==> config.mk <==
export PLATFORM = sky130hd
export DESIGN_NAME = if_fetch_ctrl
export DESIGN_NICKNAME = d
export VERILOG_FILES = /design/src/rtl/if_fetch_ctrl_pkg.sv /design/src/rtl/if_fetch_ctrl.sv
export SDC_FILE = /design/constraint.sdc
export NUM_CORES = 1
export LEC_CHECK = 0
export ABC_AREA = 1
export CAP_MARGIN = 10
export CORE_MARGIN = 2
export CORE_UTILIZATION = 49
export CTS_CLUSTER_SIZE = 20
export DETAILED_ROUTE_END_ITERATION = 7
export GPL_ROUTABILITY_DRIVEN = 0
export GPL_TIMING_DRIVEN = 0
export PLACE_DENSITY = 0.92
export SYNTH_ARGS = -nofsm -noshare
export SYNTH_HDL_FRONTEND = slang
export SYNTH_SLANG_ARGS = --single-unit
==> constraint.sdc <==
create_clock -name clk -period 6.68 [get_ports clk]
set_input_delay 2.004 -clock clk [delete_from_list [all_inputs] [get_ports clk]]
set_output_delay 2.004 -clock clk [all_outputs]
set_load 0.02 [all_outputs]
==> src/rtl/if_fetch_ctrl_pkg.sv <==
// Shared definitions for the instruction-fetch controller.
package if_fetch_ctrl_pkg;

  typedef enum logic [1:0] {
    S_IDLE = 2'd0,
    S_REQ  = 2'd1,
    S_HOLD = 2'd2
  } fetch_state_t;

  localparam logic [31:0] NOP_INSTR   = 32'h0000_0000;
  localparam int          INSTR_BYTES = 4;

endpackage

==> src/rtl/if_fetch_ctrl.sv <==
// Fetch-side controller: drives the PC register, runs the req/ack
// instruction-memory handshake and loads the IF/ID pipeline register.
//
// state  | meaning
// S_IDLE | after reset; latch the first fetch address (no request)
// S_REQ  | request outstanding at req_addr, waiting for imem_ack
// S_HOLD | fetched word parked in hold_instr while ID is stalled
module if_fetch_ctrl
  import if_fetch_ctrl_pkg::*;
#(
  parameter int                ADDR_W    = 32,
  parameter logic [ADDR_W-1:0] NOP_INSTR = if_fetch_ctrl_pkg::NOP_INSTR
) (
  input  logic              clk,
  input  logic              rst,
  input  logic [ADDR_W-1:0] pc_addr,
  output logic [ADDR_W-1:0] npc,
  output logic              PCWrite,
  input  logic              redirect,
  input  logic [ADDR_W-1:0] redirect_target,
  input  logic              id_stall,
  output logic              imem_req,
  output logic [ADDR_W-1:0] imem_addr,
  input  logic              imem_ack,
  input  logic [ADDR_W-1:0] imem_rdata,
  output logic              ifid_valid,
  output logic [ADDR_W-1:0] ifid_instr,
  output logic [ADDR_W-1:0] ifid_pc
);

  fetch_state_t      state, state_nxt;
  logic [ADDR_W-1:0] req_addr, req_addr_nxt;
  logic [ADDR_W-1:0] hold_instr, hold_instr_nxt;
  logic              drop, drop_nxt;
  logic              deliver;
  logic [ADDR_W-1:0] deliver_instr;
  logic [ADDR_W-1:0] target_aligned;
  logic [ADDR_W-1:0] seq_addr;

  assign target_aligned = {redirect_target[ADDR_W-1:2], 2'b00};
  assign seq_addr       = req_addr + ADDR_W'(INSTR_BYTES);
  assign npc            = redirect ? target_aligned : seq_addr;
  assign imem_addr      = req_addr;
  assign imem_req       = (state == S_REQ);

  // FSM state, fetch address, wrong-path drop flag and parked instruction
  always_ff @(posedge clk or posedge rst) begin
    if (rst) begin
      state      <= S_IDLE;
      req_addr   <= '0;
      drop       <= 1'b0;
      hold_instr <= '0;
    end else begin
      state      <= state_nxt;
      req_addr   <= req_addr_nxt;
      drop       <= drop_nxt;
      hold_instr <= hold_instr_nxt;
    end
  end

  // Next-state, PC load enable and instruction-delivery decode
  always_comb begin
    state_nxt      = state;
    req_addr_nxt   = req_addr;
    drop_nxt       = drop;
    hold_instr_nxt = hold_instr;
    PCWrite        = redirect;
    deliver        = 1'b0;
    deliver_instr  = hold_instr;

    case (state)
      S_IDLE: begin
        state_nxt    = S_REQ;
        req_addr_nxt = redirect ? target_aligned : pc_addr;
      end

      S_REQ: begin
        if (imem_ack) begin
          if (redirect) begin
            // completing word is wrong-path; restart at the new target
            req_addr_nxt = target_aligned;
            drop_nxt     = 1'b0;
          end else if (drop) begin
            // stale word from before an earlier redirect; PC already holds the target
            drop_nxt     = 1'b0;
            req_addr_nxt = pc_addr;
          end else if (id_stall) begin
            hold_instr_nxt = imem_rdata;
            state_nxt      = S_HOLD;
          end else begin
            deliver       = 1'b1;
            deliver_instr = imem_rdata;
            PCWrite       = 1'b1;
            req_addr_nxt  = seq_addr;
          end
        end else if (redirect) begin
          // address must stay stable until ack, so only mark the word for discard
          drop_nxt = 1'b1;
        end
      end

      S_HOLD: begin
        if (redirect) begin
          req_addr_nxt = target_aligned;
          state_nxt    = S_REQ;
        end else if (!id_stall) begin
          deliver      = 1'b1;
          PCWrite      = 1'b1;
          req_addr_nxt = seq_addr;
          state_nxt    = S_REQ;
        end
      end

      default: state_nxt = S_IDLE;
    endcase
  end

  // IF/ID register: flush on redirect, load on delivery, hold on stall, else bubble
  always_ff @(posedge clk or posedge rst) begin
    if (rst) begin
      ifid_valid <= 1'b0;
      ifid_instr <= NOP_INSTR;
      ifid_pc    <= '0;
    end else if (redirect) begin
      ifid_valid <= 1'b0;
      ifid_instr <= NOP_INSTR;
    end else if (deliver) begin
      ifid_valid <= 1'b1;
      ifid_instr <= deliver_instr;
      ifid_pc    <= req_addr;
    end else if (!id_stall) begin
      ifid_valid <= 1'b0;
    end
  end

endmodule

==> run metrics <==
first-pass GRT wire length=45.9 mm; core area=0.0159 sq mm; die height=132 microns; WHS Endpoint=hold_instr[30]; slew margin rel.=47.4%; TritonCTS clock tree=built; CP Launch Type=primary input; total CTS buffers=17; hold_sp=hold_instr[30]; CP Max Fanout=10; vias in the first global route=8869; Post-CTS Setup Inserts=0; worst reg2reg endpoint=imem_addr[14]; fin crit period=6.23 ns; Clk Latency, worst-skew pair=0.43 ns; Starting Density=50.2%; layout net count=1482; commonest non-fill, non-tap cells in the layout=246 x nand2_1, 227 x clkdlybuf4s50_1, 173 x nor2_1; PortBufs=227; Avg WL per Cell=18.3 microns; WP data arrival=4.23 ns; clk slew on worst S/H paths=0.06 ns; share of cells above drive strength 1=7.56%; Pwr per Cell Area=437 mW/mm^2; Clock Tree Root=clkbuf_16; Post-DP HPWL=21.6 mm; critical path type=in -> out; FFs w/ async S/R, synth=100%; clk_skew=0.00881 ns; IR drop worst, VDD=0.000246 V; Fmax=0.161 GHz; R2R depth=7; worst reg2reg startpoint=state[0]; synth warn=0; leakage power=5.08 nW; hold path cells=2; CTS sink count=132; fin crit share=93.2%; Max Slew Vio Count=0; most common library cell in the layout ignoring fill and taps=nand2_1; share of the synthesized area in the top cell type=41.2%; status=finished, final reports clean; Mapped Nets=1235; RSZ-0062 raised after global routing=no; H-tree levels=4; mean post-synth cell area=7.10 sq um; Synth Flop Type=dfrtp_1; reg2reg setup slack=4.38 ns; n_diodes=0; Ports=232; CP required=4.68 ns; Overflow after GRT=0; remaining antenna violation count=0; worst-margin pin slew=0.789 ns; Die ar.=0.0174 sq mm; Hold Path Class=reg -> reg; largest net degree at the start of global routing=84; Die W=132 microns; Worst Hold Margin=0.489 ns; Hold Fails Final Rpt=0; hold buffer count at cts=0; Power Total=0.00489 W; final setup vio count=0; area leader, netlist=dfrtp_1; synthesis-to-finish area growth=39.7%; Synth Cell Area=0.00801 sq mm; register area share after synthesis=41.2%; Post-Synthesis Cells=1128; DRT Pass-1 Iters=6; clock tree buffer depth=2; distinct cell type count after synthesis=35; Post-synth EDFFs=0; vias=9325; row count=46; # Max-Cap Violations=0; DRC=0; synth top area cells=dfrtp_1 41%, nand2_1 12%, nor2_1 8.1%; Routed WL=29.3 mm; Post-CTS Resized=0; endpoint class of the critical path=output port; antenna violations before repair=0; Vias/cell=5.81; FF+latch count, synth=132; GRT Total Usage=33.2%; initial DRC count=1227
==> state kept, by name, summed over array words and instances, names as in the netlist <==
signal / cells
drop: 1
imem_addr: 32
ifid_pc: 32
state: 2
ifid_instr: 32
hold_instr: 32
ifid_valid: 1
==> metrics by stage <==
step / TNS, ns / utilization [%] / instances / setup WS, ns / area (sq um)
final: 0 / 70.2 / 1604 / 0.451 / 11200
after global placement: -103.95 / 66.2 / 1571 / -0.795 / 10600
after CTS: 0 / 70.2 / 1604 / 0.454 / 11200
after detailed placement: 0 / 66.4 / 1572 / 0.462 / 10600
after floorplan: 0 / - / 1128 / 1.15 / 8010
after global routing: 0 / 70.2 / 1604 / 0.278 / 11200
==> report_power, final <==
group,leakage (nW),internal [W],switching (W)
logic,3.09,0.00100,0.00150
clock network,0.287,0.000570,0.000393
registers,1.71,0.00111,0.000318
==> worst max path at each step <==
| stage | start | end | slack, ns | cells past startpoint |
|---|---|---|---|---|
| floorplan | rst | drop | 1.15 | 1 |
| global placement | rst | hold_instr[19] | -0.79 | 2 |
| detailed placement | imem_ack | PCWrite | 0.46 | 10 |
| CTS | imem_ack | PCWrite | 0.45 | 10 |
| global route | imem_ack | PCWrite | 0.28 | 10 |
| finish | imem_ack | PCWrite | 0.45 | 10 |
==> metal layers <==
layer | share of wire, % | global-route usage [%] | wire (microns) | vias up
li1 | - | - | - | 4205
met1 | 36 | 40.1 | 10600 | 4231
met2 | 46 | 53.2 | 13500 | 737
met3 | 12 | 9.15 | 3560 | 152
met4 | 5.8 | 19.6 | 1710 | 0
met5 | 0 | 0 | 0 | -
==> critical path: stages <==
cell and delay (ns):
clkdlybuf4s50_1 0.50, inv_1 0.09, nor2_1 0.14, nand3_1 0.14
buf_2 0.21, buf_2 0.20, o21ai_0 0.11, nand2_1 0.07
o21ai_0 0.11, clkdlybuf4s50_1 0.66
==> synth_stat cells, types with 3 or more instances <==
master	n
nand3_1	68
o21ai_0	120
a21oi_2	6
mux2_4	3
nor2_2	6
nand2_2	9
buf_1	4
nand2_1	246
clkbuf_1	23
dfrtp_1	132
o21ai_1	7
inv_1	91
nand4_1	5
buf_2	24
a22oi_1	20
clkbuf_8	3
nor2_1	173
nor3_1	20
a21oi_1	109
xor2_1	8
ha_1	6
nor2_4	7
buf_6	4
a211oi_1	15
o22ai_1	3
==> layout make-up <==
type	instances	area, sq um
inverters	93	354
multi-input cells	841	4010
plain buffers	62	348
clock inverters	14	164
fillers	1270	4760
well taps	216	270
flip-flops and latches	132	3300
clock buffers	18	439
repair buffers	228	2300
==> cells by family (layout without fill, tap and decap cells) <==
group,count (synthesis),in the layout,synth area share (%)
simple gates,540,540,28.4
compound gates,284,284,19.3
buf+inv,155,415,8.70
flops,132,132,41.2
xor+xnor,8,8,0.875
fa+ha+maj,6,6,0.937
mux,3,3,0.562
Note: power is estimated with default switching activity, not from simulation.
